===== config.mk =====
export PLATFORM = sky130hd
export DESIGN_NAME = uart_frame_parser_flat
export DESIGN_NICKNAME = d
export VERILOG_FILES = /design/src/rtl/uart_frame_parser_if.sv /design/src/rtl/uart_frame_parser.sv /design/src/flat_wrapper.sv
export SDC_FILE = /design/constraint.sdc
export NUM_CORES = 1
export LEC_CHECK = 0
export BUFFER_PORTS_ARGS = -buffer_cell sky130_fd_sc_hd__buf_2
export CAP_MARGIN = 0
export CORE_ASPECT_RATIO = 0.8
export CORE_MARGIN = 2
export CORE_UTILIZATION = 55
export CTS_BUF_LIST = sky130_fd_sc_hd__clkbuf_16
export DETAILED_ROUTE_END_ITERATION = 16
export PLACE_DENSITY = 0.79
export SLEW_MARGIN = 20
export SYNTH_ARGS = -nofsm -noshare
export SYNTH_HDL_FRONTEND = slang
export SYNTH_SLANG_ARGS = --single-unit

===== constraint.sdc =====
create_clock -name clk -period 8.9 [get_ports clk]
set_clock_uncertainty 0.05 [all_clocks]
set_input_delay 1.78 -clock clk [delete_from_list [all_inputs] [get_ports clk]]
set_output_delay 1.78 -clock clk [all_outputs]
set_load 0.005 [all_outputs]

===== src/rtl/uart_frame_parser_if.sv =====
// rtl/uart_frame_parser_if.sv - byte stream, held-frame readout and error signals of the frame parser
interface uart_frame_parser_if;
   logic [7:0] rx_data;
   logic       rx_done;
   logic [7:0] rd_addr;
   logic       frm_ack;
   logic       frm_valid;
   logic [7:0] frm_cmd;
   logic [7:0] frm_len;
   logic [7:0] rd_data;
   logic       frm_err;
   logic [2:0] err_code;

   // master: byte source and application side; slave: the parser
   modport master (
      output rx_data, rx_done, rd_addr, frm_ack,
      input  frm_valid, frm_cmd, frm_len, rd_data, frm_err, err_code
   );

   modport slave (
      input  rx_data, rx_done, rd_addr, frm_ack,
      output frm_valid, frm_cmd, frm_len, rd_data, frm_err, err_code
   );
endinterface


===== src/rtl/uart_frame_parser.sv =====
// rtl/uart_frame_parser.sv - HEADER/CMD/LEN/PAYLOAD/CHK frame parser behind the UART receiver
// Define FRAME_TIMEOUT_EN to abandon partial frames after TIMEOUT_CYCLES idle clocks.
module uart_frame_parser #(
   parameter logic [7:0] HEADER         = 8'hA5,
   parameter int         MAX_LEN        = 16,
   parameter int         TIMEOUT_CYCLES = 1000000
) (
   input logic                clk,
   input logic                rst_n,
   uart_frame_parser_if.slave bus
);

   localparam logic [7:0] MAX_LEN_B = 8'(MAX_LEN);
   localparam logic [2:0] ERR_CHK   = 3'd1;
   localparam logic [2:0] ERR_LEN   = 3'd2;
   localparam logic [2:0] ERR_OVR   = 3'd3;
   localparam logic [2:0] ERR_TMO   = 3'd4;

   if (MAX_LEN < 1 || MAX_LEN > 255 || TIMEOUT_CYCLES < 2) begin : g_param_check
      $error("uart_frame_parser: MAX_LEN must be 1..255 and TIMEOUT_CYCLES at least 2");
   end

   typedef enum logic [2:0] {
      S_IDLE    = 3'd0,
      S_CMD     = 3'd1,
      S_LEN     = 3'd2,
      S_PAYLOAD = 3'd3,
      S_CHK     = 3'd4,
      S_HOLD    = 3'd5
   } state_t;

   state_t     state_q, state_d;
   logic [7:0] cmd_q, cmd_d;
   logic [7:0] len_q, len_d;
   logic [7:0] cnt_q, cnt_d;
   logic [7:0] chk_q, chk_d;
   logic [7:0] cap_q  [MAX_LEN];
   logic [7:0] cap_d  [MAX_LEN];
   logic [7:0] held_q [MAX_LEN];
   logic [7:0] held_d [MAX_LEN];
   logic [7:0] frm_cmd_q, frm_cmd_d;
   logic [7:0] frm_len_q, frm_len_d;
   logic       frm_err_q, frm_err_d;
   logic [2:0] err_code_q, err_code_d;
   logic       frm_valid;
   logic [7:0] rd_data;
   logic       tmo_hit;

   logic       rx_done;
   logic [7:0] rx_data;
   logic       frm_ack;
   logic       is_header;
   logic       last_payload;

   assign rx_done      = bus.rx_done;
   assign rx_data      = bus.rx_data;
   assign frm_ack      = bus.frm_ack;
   assign is_header    = (rx_data == HEADER);
   assign last_payload = (cnt_q == len_q - 8'd1);

`ifdef FRAME_TIMEOUT_EN
   localparam int            TW       = $clog2(TIMEOUT_CYCLES);
   localparam logic [TW-1:0] TMO_LAST = TW'(TIMEOUT_CYCLES - 1);

   logic [TW-1:0] tmo_cnt_q, tmo_cnt_d;
   logic          in_frame;

   // Counter restarts on every byte and whenever no frame is being assembled.
   always_comb begin
      in_frame  = (state_q == S_CMD) || (state_q == S_LEN) ||
                  (state_q == S_PAYLOAD) || (state_q == S_CHK);
      tmo_hit   = in_frame && !rx_done && (tmo_cnt_q == TMO_LAST);
      tmo_cnt_d = tmo_cnt_q + 1'b1;
      if (!in_frame || rx_done || tmo_hit) begin
         tmo_cnt_d = '0;
      end
   end

   always_ff @(posedge clk or negedge rst_n) begin
      if (!rst_n) begin
         tmo_cnt_q <= '0;
      end else begin
         tmo_cnt_q <= tmo_cnt_d;
      end
   end
`else
   assign tmo_hit = 1'b0;
`endif

   always_ff @(posedge clk or negedge rst_n) begin
      if (!rst_n) begin
         state_q <= S_IDLE;
      end else begin
         state_q <= state_d;
      end
   end

   always_comb begin
      state_d = state_q;
      if (tmo_hit) begin
         state_d = S_IDLE;
      end else if (rx_done) begin
         case (state_q)
            S_IDLE:    if (is_header) state_d = S_CMD;
            S_CMD:     state_d = S_LEN;
            S_LEN: begin
               if (rx_data > MAX_LEN_B) state_d = S_IDLE;
               else if (rx_data == 8'd0) state_d = S_CHK;
               else state_d = S_PAYLOAD;
            end
            S_PAYLOAD: if (last_payload) state_d = S_CHK;
            S_CHK:     state_d = (rx_data == chk_q) ? S_HOLD : S_IDLE;
            // An ack alongside a byte frees the parser and the byte is treated as an IDLE byte.
            S_HOLD:    if (frm_ack) state_d = is_header ? S_CMD : S_IDLE;
            default:   state_d = S_IDLE;
         endcase
      end else if (state_q == S_HOLD && frm_ack) begin
         state_d = S_IDLE;
      end
   end

   always_comb begin
      cmd_d      = cmd_q;
      len_d      = len_q;
      cnt_d      = cnt_q;
      chk_d      = chk_q;
      cap_d      = cap_q;
      held_d     = held_q;
      frm_cmd_d  = frm_cmd_q;
      frm_len_d  = frm_len_q;
      frm_err_d  = 1'b0;
      err_code_d = err_code_q;
      frm_valid  = (state_q == S_HOLD);

      if (tmo_hit) begin
         frm_err_d  = 1'b1;
         err_code_d = ERR_TMO;
      end else if (rx_done) begin
         case (state_q)
            S_IDLE: if (is_header) chk_d = 8'h00;
            S_CMD: begin
               cmd_d = rx_data;
               chk_d = chk_q ^ rx_data;
            end
            S_LEN: begin
               if (rx_data > MAX_LEN_B) begin
                  frm_err_d  = 1'b1;
                  err_code_d = ERR_LEN;
               end else begin
                  len_d = rx_data;
                  chk_d = chk_q ^ rx_data;
                  cnt_d = 8'd0;
               end
            end
            S_PAYLOAD: begin
               for (int i = 0; i < MAX_LEN; i++) begin
                  if (cnt_q == 8'(i)) cap_d[i] = rx_data;
               end
               chk_d = chk_q ^ rx_data;
               // Holding on the last byte keeps the counter within 0..MAX_LEN-1.
               if (!last_payload) cnt_d = cnt_q + 8'd1;
            end
            S_CHK: begin
               if (rx_data == chk_q) begin
                  frm_cmd_d = cmd_q;
                  frm_len_d = len_q;
                  held_d    = cap_q;
               end else begin
                  frm_err_d  = 1'b1;
                  err_code_d = ERR_CHK;
               end
            end
            S_HOLD: begin
               if (frm_ack) begin
                  if (is_header) chk_d = 8'h00;
               end else begin
                  frm_err_d  = 1'b1;
                  err_code_d = ERR_OVR;
               end
            end
            default: ;
         endcase
      end
   end

   always_ff @(posedge clk or negedge rst_n) begin
      if (!rst_n) begin
         cmd_q      <= 8'h00;
         len_q      <= 8'h00;
         cnt_q      <= 8'h00;
         chk_q      <= 8'h00;
         frm_cmd_q  <= 8'h00;
         frm_len_q  <= 8'h00;
         frm_err_q  <= 1'b0;
         err_code_q <= 3'd0;
         for (int i = 0; i < MAX_LEN; i++) begin
            cap_q[i]  <= 8'h00;
            held_q[i] <= 8'h00;
         end
      end else begin
         cmd_q      <= cmd_d;
         len_q      <= len_d;
         cnt_q      <= cnt_d;
         chk_q      <= chk_d;
         frm_cmd_q  <= frm_cmd_d;
         frm_len_q  <= frm_len_d;
         frm_err_q  <= frm_err_d;
         err_code_q <= err_code_d;
         cap_q      <= cap_d;
         held_q     <= held_d;
      end
   end

   always_comb begin
      rd_data = 8'h00;
      for (int i = 0; i < MAX_LEN; i++) begin
         if (bus.rd_addr == 8'(i) && bus.rd_addr < frm_len_q) rd_data = held_q[i];
      end
   end

   assign bus.frm_valid = frm_valid;
   assign bus.frm_cmd   = frm_cmd_q;
   assign bus.frm_len   = frm_len_q;
   assign bus.rd_data   = rd_data;
   assign bus.frm_err   = frm_err_q;
   assign bus.err_code  = err_code_q;

endmodule


===== src/flat_wrapper.sv =====
// flat-port wrapper written by rule: the top's interface ports become plain ports
module uart_frame_parser_flat 
#(
   parameter logic [7:0] HEADER         = 8'hA5,
   parameter int         MAX_LEN        = 16,
   parameter int         TIMEOUT_CYCLES = 1000000
)
  (clk, rst_n, bus_rx_data, bus_rx_done, bus_rd_addr, bus_frm_ack, bus_frm_valid, bus_frm_cmd, bus_frm_len, bus_rd_data, bus_frm_err, bus_err_code);
  uart_frame_parser_if bus_i ();
  input logic clk;
  input logic rst_n;
  input wire logic [$bits(bus_i.rx_data)-1:0] bus_rx_data;
  input wire logic [$bits(bus_i.rx_done)-1:0] bus_rx_done;
  input wire logic [$bits(bus_i.rd_addr)-1:0] bus_rd_addr;
  input wire logic [$bits(bus_i.frm_ack)-1:0] bus_frm_ack;
  output wire logic [$bits(bus_i.frm_valid)-1:0] bus_frm_valid;
  output wire logic [$bits(bus_i.frm_cmd)-1:0] bus_frm_cmd;
  output wire logic [$bits(bus_i.frm_len)-1:0] bus_frm_len;
  output wire logic [$bits(bus_i.rd_data)-1:0] bus_rd_data;
  output wire logic [$bits(bus_i.frm_err)-1:0] bus_frm_err;
  output wire logic [$bits(bus_i.err_code)-1:0] bus_err_code;
  assign bus_i.rx_data = bus_rx_data;
  assign bus_i.rx_done = bus_rx_done;
  assign bus_i.rd_addr = bus_rd_addr;
  assign bus_i.frm_ack = bus_frm_ack;
  assign bus_frm_valid = bus_i.frm_valid;
  assign bus_frm_cmd = bus_i.frm_cmd;
  assign bus_frm_len = bus_i.frm_len;
  assign bus_rd_data = bus_i.rd_data;
  assign bus_frm_err = bus_i.frm_err;
  assign bus_err_code = bus_i.err_code;
  uart_frame_parser #(.HEADER(HEADER), .MAX_LEN(MAX_LEN), .TIMEOUT_CYCLES(TIMEOUT_CYCLES)) u_core (.clk(clk), .rst_n(rst_n), .bus(bus_i));
endmodule

Word-level counts from Yosys, hierarchy flattened

Index checks and enable logic that the tools add are counted.

Logic and storage cells: 185
Input port bits: 20
Register bits: 311
Output and inout port bits: 29

$lt $le $gt $ge: 2
Bitwise gates (word level): 2
Multiplexer cells: 42
Add/subtract/negate cells: 2
Equal/unequal tests: 47
Reduce and logical (&&, ||, !) cells: 49

Operator list:

| cell                | count |
|---|---|
| $mux 8              | 21 |
| $eq 8x4->1 const B  | 16 |
| $eq 8x3->1 const B  | 8 |
| $reduce_and 3->1    | 18 |
| $mux 3              | 11 |
| $eq 8x2->1 const B  | 4 |
| $pmux 8 s4          | 1 |
| $logic_not 8->1     | 3 |
| $pmux 3 s6          | 1 |
| $logic_and 1x1->1   | 17 |
| $eq 8x1->1 const B  | 2 |
| $eq 8x8->1          | 2 |
| $pmux 8 s2          | 1 |
| $reduce_and 4->1    | 3 |
| $ne 2x2->1 const B  | 5 |
| $pmux 3 s3          | 1 |
| $add 8x1->8 const B | 1 |
| $eq 8x8->1 const B  | 1 |
| $gt 8x5->1 const B  | 1 |
| $lt 8x8->1          | 1 |
| $sub 8x1->8 const B | 1 |
| $xor 8x8->8         | 1 |
| $eq 3x2->1 const B  | 2 |
| $eq 3x3->1 const B  | 2 |
| other kinds (14)    | 20 |

Logic depth before layout (Yosys ltp)

Gate-level depths: netlist of the first run.

Depth in word-level cells: 18
Mapped depth: 9
Depth with buffers taken out: 8

Least setup slack after synthesis of the first run

No wires, ideal clock.

Path kind: input to output
Start point: input bus_rd_addr[2]
End point: output bus_rd_data[6]
Stages on the path: 7
Path buffers: 0
Arrival: 3543 ps
Required time: 7070 ps
Path slack: 3527 ps
Cells stage by stage: ha_1 -> o21ai_0 -> nor2b_1 -> o311ai_2 -> or3_2 -> o211ai_1 -> o211ai_1

Word-level cells in the longest chain between the ends: 18
Elaborated cells between the ends (all ways): 49
Those cells by class: order compare: 1; eq/ne: 15; mux: 16; reduce/logical: 17

Ends and longest elaborated chain:

| what                                                 | line                     | source |
|---|---|---|
| start, declared                                      | flat_wrapper.sv:14       | `input wire logic [$bits(bus_i.rd_addr)-1:0] bus_rd_addr;` |
| $lt 8x8->1 / $logic_not 8->1 (equally long branches) | uart_frame_parser.sv:217 | `if (bus.rd_addr == 8'(i) && bus.rd_addr < frm_len_q) rd_data = held_q[i];` |
| $logic_and 1x1->1                                    | uart_frame_parser.sv:217 |  |
| $mux 8 (15 in a row)                                 | uart_frame_parser.sv:217 |  |
| $mux 8 (*)                                           | uart_frame_parser.sv:217 |  |
| end, declared                                        | flat_wrapper.sv:19       | `output wire logic [$bits(bus_i.rd_data)-1:0] bus_rd_data;` |

Every way passes the cells marked *; elsewhere a longest branch is shown, timed or not.

Final worst setup path of the first run

Start point: input bus_rd_addr[1]
End point: output bus_rd_data[1]

The elaborated chain is that of the path after synthesis.

==> metrics.md, run 1 <==
| Metric | Value |
|---|---|
| Status | `completed` |
| Max cap viols | `0` |
| Critical path peak fanout | `36` |
| Hold_ws | `between 400 and 500 ps` |
| Starting Density | `56.2%` |
| Synth area leader | `dfrtp_1` |
| Worst EP required | `a little over 7000 ps` |
| WL per Instance | `23.2 um` |
| LEAKAGE | `7.51 nW` |
| RD Place Congestion | `0.912` |
| Startpoint class of the critical path | `input pin` |
| Hold Vio Cnt, Final | `0` |
| Relative slew slack | `between 20% and 30%` |
| CTS tree | `done` |
| ANT cells | `0` |
| CTS buffer count | `29` |
| RSZ-0062 raised after global routing | `false` |
| H-tree Lvls | `1` |
| Sink Count | `310` |
| Number of buffers added on ports | `47` |
| Drt drc | `0` |
| Peak VDD IR | `about 0.18 mV` |
| Die area | `27300 sq um` |
| Post-route clock period utilization | `75.1%` |
| Fraction of registers with async set/reset | `100%` |
| Iter 0 DRT Violations | `710` |
| Die Ht | `148 um` |
| Top cell type's share of synthesized area | `54.2%` |
| Top FF cell, synth | `dfrtp_1` |
| Synth Cell Area | `14300 sq um` |
| Via count | `9270` |
| TNS Setup | `0 ps` |
| Multi-input logic area | `6190 sq um` |
| Final worst slack | `approximately 2200 ps` |
| Post-synth cell types | `94` |
| Place WS | `2260 ps` |
| Initial antenna violation count | `0` |
| Clock latency on the worst-skew pair | `~540 ps` |
| Commonest non-fill, non-tap cell in the layout | `dfrtp_1` |
| Number of global-route vias before repair | `9313` |
| Power per Cell Area | `206 nW/um^2` |
| Syn nets | `1143` |
| Core area | `25400 sq um` |
| Fillers | `2002` |
| Total iterations of the first detailed-routing run | `5` |
| CTS root buf | `clkbuf_16` |
| # hold bufs at CTS | `0` |
| Layout Nets | `1164` |
| Gr ovfl total | `0` |
| Fmax | `0.150 GHz` |
| Yosys warnings | `0` |
| GRT Overall Usage | `26.4%` |
| Slew @ Worst Pin | `about 1100 ps` |
| FF+latch area | `between 7000 and 8000 sq um` |
| Fraction of layout cells with a size suffix above 1 | `37.4%` |
| First-pass GRT wire length | `55400 um` |
| CP Data Arrival Time | `just under 5000 ps` |
| DP HPWL | `22900 um` |
| Main area contributors after synthesis | `dfrtp_1 54%, mux2_2 23%, nand2_1 1.4%` |
| Yosys reg bits | `310` |
| CTS Buffer Depth | `3` |
| Power, Total | `3.23 mW` |
| Sequential area share after synthesis | `54.2%` |
| Post-synth EDFFs | `0` |
| Via density | `6.16` |
| Min-delay worst type | `register to register` |
| DIE WIDTH | `184 um` |
| Cell Rows | `52` |
| Min Clock Period, post-route | `6680 ps` |
| Io pins | `49` |
| Pin count of the biggest net entering global routing | `112` |
| Area Overhead vs Synth | `9.43%` |
| Setup repair bufs after CTS | `0` |
| Post-Syn Instances | `about 1100` |
| Post_cts resized | `0` |
| Clock slew at reported path FFs | `60 ps` |
| Max-slew violation count | `0` |
| Post-route ant nets | `0` |
| # setup viols final | `0` |
| Final WL | `between 30000 and 40000 um` |
| Commonest cells after routing, fill and taps aside | `310 x dfrtp_1, 286 x mux2_2, 52 x nand2_1, 46 x buf_2, 41 x nor2_1` |
| Critical path capture point type | `output port` |
| Syn avg cell area | `12.9 sq um` |
| Crit path kind | `input pin to output port` |
per-stage QoR:
| step | instances | utilization, % | cell area, sq um |
|---|---|---|---|
| finish | 1505 | 61.5 | 15700 |
| CTS | 1505 | 61.5 | 15600 |
| global route | 1505 | 61.5 | 15700 |
| floorplan | 1111 | - | 14300 |
| global placement | 1452 | 58.0 | 14700 |
| detailed placement | 1452 | 58.0 | 14700 |
final timing paths:
kind | startpoint | to | slack, ps | cells after the start
max | bus_rd_addr[1] | bus_rd_data[1] | 2220 | 9
min | u_core.cap_q[115] | u_core.held_q[115] | 450 | 1
min reg2reg | u_core.cap_q[115] | u_core.held_q[115] | 450 | 1
max reg2reg | u_core.state_q[0] | u_core.bus.frm_len[2] | 5420 | 5
max in group asynchronous | rst_n | u_core.cap_q[61] | 6080 | 2
min in group asynchronous | rst_n | u_core.state_q[0] | 1210 | 1
worst max-delay path: stages:
cell,delay (ps)
buf_2,650
ha_1,220
inv_1,50
o21a_1,280
o31ai_2,840
nor2_1,250
a221oi_1,390
nand3_1,190
buf_2,170
area by class of cell:
class                           instances  area share (%)
Timing Repair Buffer                   52            1.81
Tap cell                              351            2.81
Sequential cell                       310            49.6
Clock inverter                         24            1.13
Clock buffer                           29            4.64
Inverter                               23           0.551
Multi-Input combinational cell        716            39.5
kinds of logic after synthesis:
logic type / synth area share [%]
AOI/OAI and AO/OA: 8.16
xor gates and xnor gates: 0.980
adders and majority gates: 1.05
buffers and inverters: 2.68
DFF: 54.2
muxes: 24.4
other: 0.0262
and+or+nand+nor: 8.48
Yosys cell counts (12+ instances only):
cell / number
dfrtp_1: 310
mux2_2: 286
nand2_1: 53
nor2_1: 41
buf_2: 30
o21ai_0: 28
clkbuf_1: 26
inv_1: 22
nand2b_1: 21
nand3_1: 19
mux2i_1: 18
a21oi_1: 17
nor3_1: 14
nor2_2: 13
ha_1: 12
power breakdown:
part / internal, mW / total (mW) / switching [mW]
logic: 0.189 / 0.452 / 0.263
clock network: 0.653 / 1.19 / 0.537
registers: 1.50 / 1.59 / 0.0862
metal layers:
layer / GRT usage, % / share of wire, % / vias up / wire length [um]
li1: - / - / 4085 / -
met1: 40.4 / 49 / 4877 / 17000
met2: 40.8 / 45 / 266 / 15600
met3: 3.92 / 5.2 / 42 / 1810
met4: 4.64 / 1.6 / 0 / 542
met5: 0 / 0 / - / 0
state kept, by name, summed over array words and instances, names as in the netlist:
name,flops
u_core.cap_q,128
u_core.len_q,8
u_core.cmd_q,8
u_core.bus.frm_len,8
u_core.held_q,128
u_core.bus.err_code,2
u_core.state_q,3
u_core.bus.frm_err,1
u_core.cnt_q,8
u_core.bus.frm_cmd,8
u_core.chk_q,8
Power figures use the tool's default switching activity.
==> inputs of run 2 (changes only) <==
==> constraint.sdc (replaced) <==
create_clock -name clk -period 6.84 [get_ports clk]
set_clock_uncertainty 0.05 [all_clocks]
set_input_delay 1.368 -clock clk [delete_from_list [all_inputs] [get_ports clk]]
set_output_delay 1.368 -clock clk [all_outputs]
set_load 0.005 [all_outputs]
==> run 2 against run 1 <==
Utilization increased by 0.28 points; critical path depth decreased by 1; sequential share of layout area decreased by 0.22 points; non-clock buffer count increased by 1; power increased by 31%; via count decreased by 0.50%; wire length increased by 0.59%; global-route usage about the same; die area unchanged; final area increased by 0.45%; worst hold slack improved by 2.5 ps.
==> metrics.md, run 2 (synthesis gave the netlist of run 1 again) <==
| Metric | Value |
|---|---|
| # hold bufs at CTS | `0 (unchanged)` |
| Slew @ Worst Pin | `1130 ps (was 1070 ps)` |
| RSZ-0062 raised after global routing | `false (unchanged)` |
| Final std cells w/o fill | `1510 (was 1505)` |
| Gr ovfl total | `0 (unchanged)` |
| CTS root buf | `clkbuf_16 (unchanged)` |
| Placed cell area | `14800 sq um (was 14700 sq um)` |
| Core area | `25400 sq um (unchanged)` |
| Peak VDD IR | `0.191 mV (was 0.184 mV)` |
| Hold Vio Cnt, Final | `0 (unchanged)` |
| Commonest non-fill, non-tap cell in the layout | `dfrtp_1 (unchanged)` |
| Min Clock Period, post-route | `approximately 5800 ps` |
| WL per Instance | `23.3 um (was 23.2 um)` |
| Final WL | `35100 um (was 34900 um)` |
| Area Overhead vs Synth | `9.92% (was 9.43%)` |
| Initial antenna violation count | `0 (unchanged)` |
| Drt drc | `0 (unchanged)` |
| Number of global-route vias before repair | `9202 (was 9313)` |
| Setup repair bufs after CTS | `0 (unchanged)` |
| Commonest cells after routing, fill and taps aside | `310 x dfrtp_1, 286 x mux2_2, 52 x nand2_1, 46 x buf_2, 41 x nor2_1 (unchanged)` |
| Crit path largest cell delay | `1040 ps (was 840 ps)` |
| Fraction of layout cells with a size suffix above 1 | `37.3% (was 37.4%)` |
| Sink Count | `310 (unchanged)` |
| Clock slew at reported path FFs | `60 ps (about the same)` |
| Critical path capture point type | `output port (unchanged)` |
| Final Instance Area | `15700 sq um (about the same)` |
| RD Place Congestion | `0.958 (was 0.912)` |
| Startpoint class of the critical path | `input pin (unchanged)` |
| Layout Nets | `1166 (was 1164)` |
| Critical path peak fanout | `13 (was 36)` |
| Cell Rows | `52 (unchanged)` |
| Via count | `9224 (was 9270)` |
| Number of buffers added on ports | `47 (unchanged)` |
| Worst r2r src | `u_core.state_q[0] (unchanged)` |
| CTS tree | `done (unchanged)` |
| TNS Setup | `0 ps (unchanged)` |
| Status | `completed (unchanged)` |
| Fmax | `0.174 GHz` |
| Die area | `27300 sq um (unchanged)` |
| Via density | `6.11 (was 6.16)` |
| CTS buffer count | `30 (was 29)` |
| Crit path cell chain | `buf_2, ha_1, nand4_1, o31ai_2, nor2_1, a221oi_1, nand3_1, buf_2 (was buf_2, ha_1, inv_1, o21a_1, o31ai_2, nor2_1, a221oi_1, nand3_1, buf_2)` |
| Max-slew violation count | `0 (unchanged)` |
| Crit path kind | `input pin to output port (unchanged)` |
| Min-delay worst type | `register to register (unchanged)` |
| First-pass GRT wire length | `55200 um (was 55400 um)` |
| Post-route clock period utilization | `84.1%` |
| DIE WIDTH | `184 um (unchanged)` |
| Biggest registers after layout | `u_core.cap_q x128, u_core.held_q x128 (unchanged)` |
| Crit path top cell by count | `buf_2 (unchanged)` |
| # setup viols final | `0 (unchanged)` |
| Hold_ws | `449 ps (was 446 ps)` |
| DP HPWL | `22800 um (was 22900 um)` |
| CP Data Arrival Time | `4330 ps (was 4850 ps)` |
| Clock latency on the worst-skew pair | `550 ps (was 540 ps)` |
| Die Ht | `148 um (unchanged)` |
| GRT Overall Usage | `26.4% (about the same)` |
| Min-delay src | `u_core.cap_q[71] (was u_core.cap_q[115])` |
| Io pins | `49 (unchanged)` |
| Starting Density | `56.2% (unchanged)` |
| Crit-path slowest cell | `o31ai_2 (unchanged)` |
| CTS Buffer Depth | `3 (unchanged)` |
| Total iterations of the first detailed-routing run | `9 (was 5)` |
| Worst EP required | `5420 ps (was 7070 ps)` |
| LEAKAGE | `7.55 nW (was 7.51 nW)` |
| H-tree Lvls | `1 (unchanged)` |
| Pin count of the biggest net entering global routing | `160 (was 112)` |
| Post_cts resized | `0 (unchanged)` |
| Iter 0 DRT Violations | `745 (was 710)` |
| Max cap viols | `0 (unchanged)` |
| Relative slew slack | `24.5% (was 28.4%)` |
| Post-route ant nets | `0 (unchanged)` |
| Setup crit start | `bus_rd_addr[7] (was bus_rd_addr[1])` |
| DP Cell Count | `1453 (was 1452)` |
| Power per Cell Area | `270 nW/um^2 (was 206 nW/um^2)` |
## run 2: worst paths after layout
kind	cells past startpoint	endpoint	slack [ps]
worst min-delay path	1	u_core.held_q[71]	450
worst max register to register	5	u_core.held_q[84]	3870
worst min register to register	1	u_core.held_q[71]	450
max in group asynchronous	2	u_core.cap_q[27]	4670
min in group asynchronous	1	u_core.bus.err_code[1]	740
worst max-delay path	8	bus_rd_data[1]	1090
## run 2: stage by stage
stage	utilization, %	setup WS, ps	power, mW
after floorplan	-	2290	2.49
after global placement	58.1	1240	2.65
after detailed placement	58.1	1180	2.67
after CTS	61.8	1160	4.27
after global routing	61.8	935	4.43
final	61.8	1090	4.24
## run 2: metal layers
metal | global-route usage [%] | part of all wire [%]
met3 | 3.70 | 5.5
met2 | 39.5 | 45
met4 | 4.88 | 1.5
met5 | 0 | 0
met1 | 41.6 | 48
## run 2: layout make-up
| type | count | area, sq um |
|---|---|---|
| antenna | 1 | 2.50 |
| clock buffer | 31 | 776 |
| clock inverter | 25 | 169 |
| fill | 1980 | 9710 |
| inverter | 23 | 86.3 |
| multi-input combinational | 716 | 6180 |
| sequential | 310 | 7760 |
| tap | 351 | 439 |
| timing repair buffer | 53 | 315 |
## run 2: worst max-delay path, delay by kind of cell
family	cells	cell delay, ps
AO/OA/AOI/OAI	2	1390
adder cells (fa/ha/maj)	1	380
buffers and inverters	2	300
AND/OR/NAND/NOR	3	890
## run 2: where the power goes
group / internal (mW) / leakage (nW) / switching (mW)
sequential: 1.96 / 4.28 / 0.106
clock: 0.894 / 0.484 / 0.702
combinational: 0.247 / 2.79 / 0.338
==> inputs of run 3 (changes only) <==
--- a/config.mk
+++ b/config.mk
@@ -12,7 +12,7 @@
 export CORE_UTILIZATION = 55
 export CTS_BUF_LIST = sky130_fd_sc_hd__clkbuf_16
 export DETAILED_ROUTE_END_ITERATION = 16
-export PLACE_DENSITY = 0.79
+export PLACE_DENSITY = 0.82
 export SLEW_MARGIN = 20
 export SYNTH_ARGS = -nofsm -noshare
 export SYNTH_HDL_FRONTEND = slang
==> constraint.sdc (replaced) <==
create_clock -name clk -period 4.88 [get_ports clk]
set_clock_uncertainty 0.05 [all_clocks]
set_input_delay 0.976 -clock clk [delete_from_list [all_inputs] [get_ports clk]]
set_output_delay 0.976 -clock clk [all_outputs]
set_load 0.005 [all_outputs]
==> run 3 against run 2 <==
Final area rose by 1.2%; wire length rose by 1.4%; sequential power rose by 41%; die area did not move; via count rose by 2.5%; combinational power rose by 46%; power rose by 43%; cell count rose by 0.99%; critical path type unchanged; critical endpoint unchanged.
==> metrics.md, run 3 (synthesis gave the netlist of run 1 again) <==
| Metric | Value |
|---|---|
| Number of buffers added on ports | `47 (unchanged)` |
| Via count | `9457 (was 9224)` |
| RSZ-0062 raised after global routing | `false (unchanged)` |
| Biggest registers after layout | `u_core.cap_q x128, u_core.held_q x128 (unchanged)` |
| # setup viols final | `0 (unchanged)` |
| Startpoint class of the critical path | `input pin (unchanged)` |
| FF-to-FF path depth | `5 (unchanged)` |
| Setup crit start | `bus_rd_addr[7] (unchanged)` |
| Worst r2r src | `u_core.state_q[1] (was u_core.state_q[0])` |
| Drt drc | `0 (unchanged)` |
| CP Data Arrival Time | `3500 ps (was 4330 ps)` |
| Layer carrying the most global-route usage | `met2 (was met1)` |
| GRT Overall Usage | `26.6% (was 26.4%)` |
| Total iterations of the first detailed-routing run | `5 (was 9)` |
| # hold bufs at CTS | `0 (unchanged)` |
| Critical Path Stages | `8 (unchanged)` |
| Die Ht | `148 um (unchanged)` |
| Crit path kind | `input pin to output port (unchanged)` |
| WL per Instance | `23.4 um (was 23.3 um)` |
| Clock slew at reported path FFs | `60 ps (about the same)` |
| TNS Setup | `0 ps (unchanged)` |
| Critical path peak fanout | `11 (was 13)` |
| CTS tree | `done (unchanged)` |
| Post-route clock period utilization | `about 93%` |
| Hold Vio Cnt, Final | `0 (unchanged)` |
| Power, Total | `6.07 mW (was 4.24 mW)` |
| ANT cells | `0 (was 1)` |
| Fmax | `~0.22 GHz` |
| Peak VDD IR | `0.341 mV (was 0.191 mV)` |
| Slew @ Worst Pin | `952 ps (was 1130 ps)` |
| Sink Count | `310 (unchanged)` |
| R2r setup slk | `2170 ps (was 3870 ps)` |
| Starting Density | `56.2% (unchanged)` |
| Post-route ant nets | `0 (unchanged)` |
| Crit path largest cell delay | `850 ps (was 1040 ps)` |
| Post_cts resized | `0 (unchanged)` |
| Die area | `27300 sq um (unchanged)` |
| CTS buffer count | `30 (unchanged)` |
| Power per Cell Area | `381 nW/um^2 (was 270 nW/um^2)` |
| Crit-path slowest cell | `o31ai_2 (unchanged)` |
| Core area | `25400 sq um (unchanged)` |
| Via density | `6.20 (was 6.11)` |
| Critical path capture point type | `output port (unchanged)` |
| Final WL | `35700 um (was 35100 um)` |
| Min-delay worst type | `input pin to asynchronous set/reset pin (was register to register)` |
| Min Clock Period, post-route | `4520 ps` |
| Gr ovfl total | `0 (unchanged)` |
| Initial antenna violation count | `1 (was 0)` |
| Max cap viols | `0 (unchanged)` |
| Worst R2R End | `u_core.cap_q[8] (was u_core.held_q[84])` |
| Relative slew slack | `36.1% (was 24.5%)` |
| Area Overhead vs Synth | `11.2% (was 9.92%)` |
| Bufs and invs on worst path | `2 (unchanged)` |
| Cell Rows | `52 (unchanged)` |
| Commonest cells after routing, fill and taps aside | `310 x dfrtp_1, 286 x mux2_2, 52 x nand2_1, 46 x buf_2, 41 x nor2_1 (unchanged)` |
| Setup repair bufs after CTS | `0 (unchanged)` |
| Fillers | `1893 (was 1980)` |
| First-pass GRT wire length | `55600 um (was 55200 um)` |
| Number of global-route vias before repair | `9525 (was 9202)` |
| RD Place Congestion | `0.966 (was 0.958)` |
| Met3 usage | `5.31% (was 3.70%)` |
| DP HPWL | `24100 um (was 22800 um)` |
| Iter 0 DRT Violations | `722 (was 745)` |
| Fraction of layout cells with a size suffix above 1 | `38.3% (was 37.3%)` |
| CTS Buffer Depth | `3 (unchanged)` |
| Commonest non-fill, non-tap cell in the layout | `dfrtp_1 (unchanged)` |
| Crit path top cell by count | `buf_2 (unchanged)` |
| Status | `completed (unchanged)` |
| Worst EP required | `3850 ps (was 5420 ps)` |
| Io pins | `49 (unchanged)` |
| Met1 Resource Use GR | `39.2% (was 41.6%)` |
| Max-slew violation count | `0 (unchanged)` |
| Layout Nets | `1183 (was 1166)` |
| H-tree Lvls | `1 (unchanged)` |
| LEAKAGE | `7.66 nW (was 7.55 nW)` |
| Met2 usage | `40.6% (was 39.5%)` |
| Clock latency on the worst-skew pair | `570 ps (was 550 ps)` |
| Crit path cell chain | `buf_2, ha_1, nand4_1, o31ai_2, nor2_1, a221oi_1, nand3_1, buf_2 (unchanged)` |
| Pin count of the biggest net entering global routing | `140 (was 160)` |
| Critical path's top delay family | `compound AO/OA/AOI/OAI gates (unchanged)` |
| DIE WIDTH | `184 um (unchanged)` |
| CTS root buf | `clkbuf_16 (unchanged)` |
## run 3: worst register-to-register path: cells and delay by family, from the launching register on
kind / cells / cell delay [ps]
simple gates: 4 / 1530
flops: 1 / 600
mux: 1 / 410
## run 3: where the power goes
group / internal, mW / switching (mW)
combinational: 0.355 / 0.495
clock: 1.33 / 0.987
sequential: 2.74 / 0.157
## run 3: cell type report
class	count	area, sq um	area share [%]
flip-flops and latches	310	7760	48.7
multi-input cells	716	6190	38.9
clock buffers	30	751	4.72
repair buffers	70	463	2.91
well taps	351	439	2.76
clock inverters	25	231	1.45
inverters	23	86.3	0.542
## run 3: per-layer routing
layer	wire length, um	vias to the layer above	part of all wire [%]
met1	16100	4937	45
met2	16100	329	45
li1	-	4124	-
met5	0	-	0
met3	2490	67	7.0
met4	901	0	2.5
## run 3: worst max-delay path by stage
stage,end,slack [ps]
3_3_place_gp,bus_rd_data[6],410
2_1_floorplan,bus_rd_data[6],1120
6_report,bus_rd_data[1],360
4_1_cts,bus_rd_data[1],390
3_5_place_dp,bus_rd_data[1],390
5_1_grt,bus_rd_data[6],190
## run 3: stage by stage
stage	worst slack, ps	cells	instance area [sq um]	hold slack [ps]	util, %
after floorplan	1120	1111	14300	421	-
after global placement	409	1469	14900	425	58.6
after detailed placement	390	1469	14900	431	58.6
after CTS	395	1524	15900	445	62.4
after global routing	186	1525	15900	281	62.6
final	356	1525	15900	268	62.6
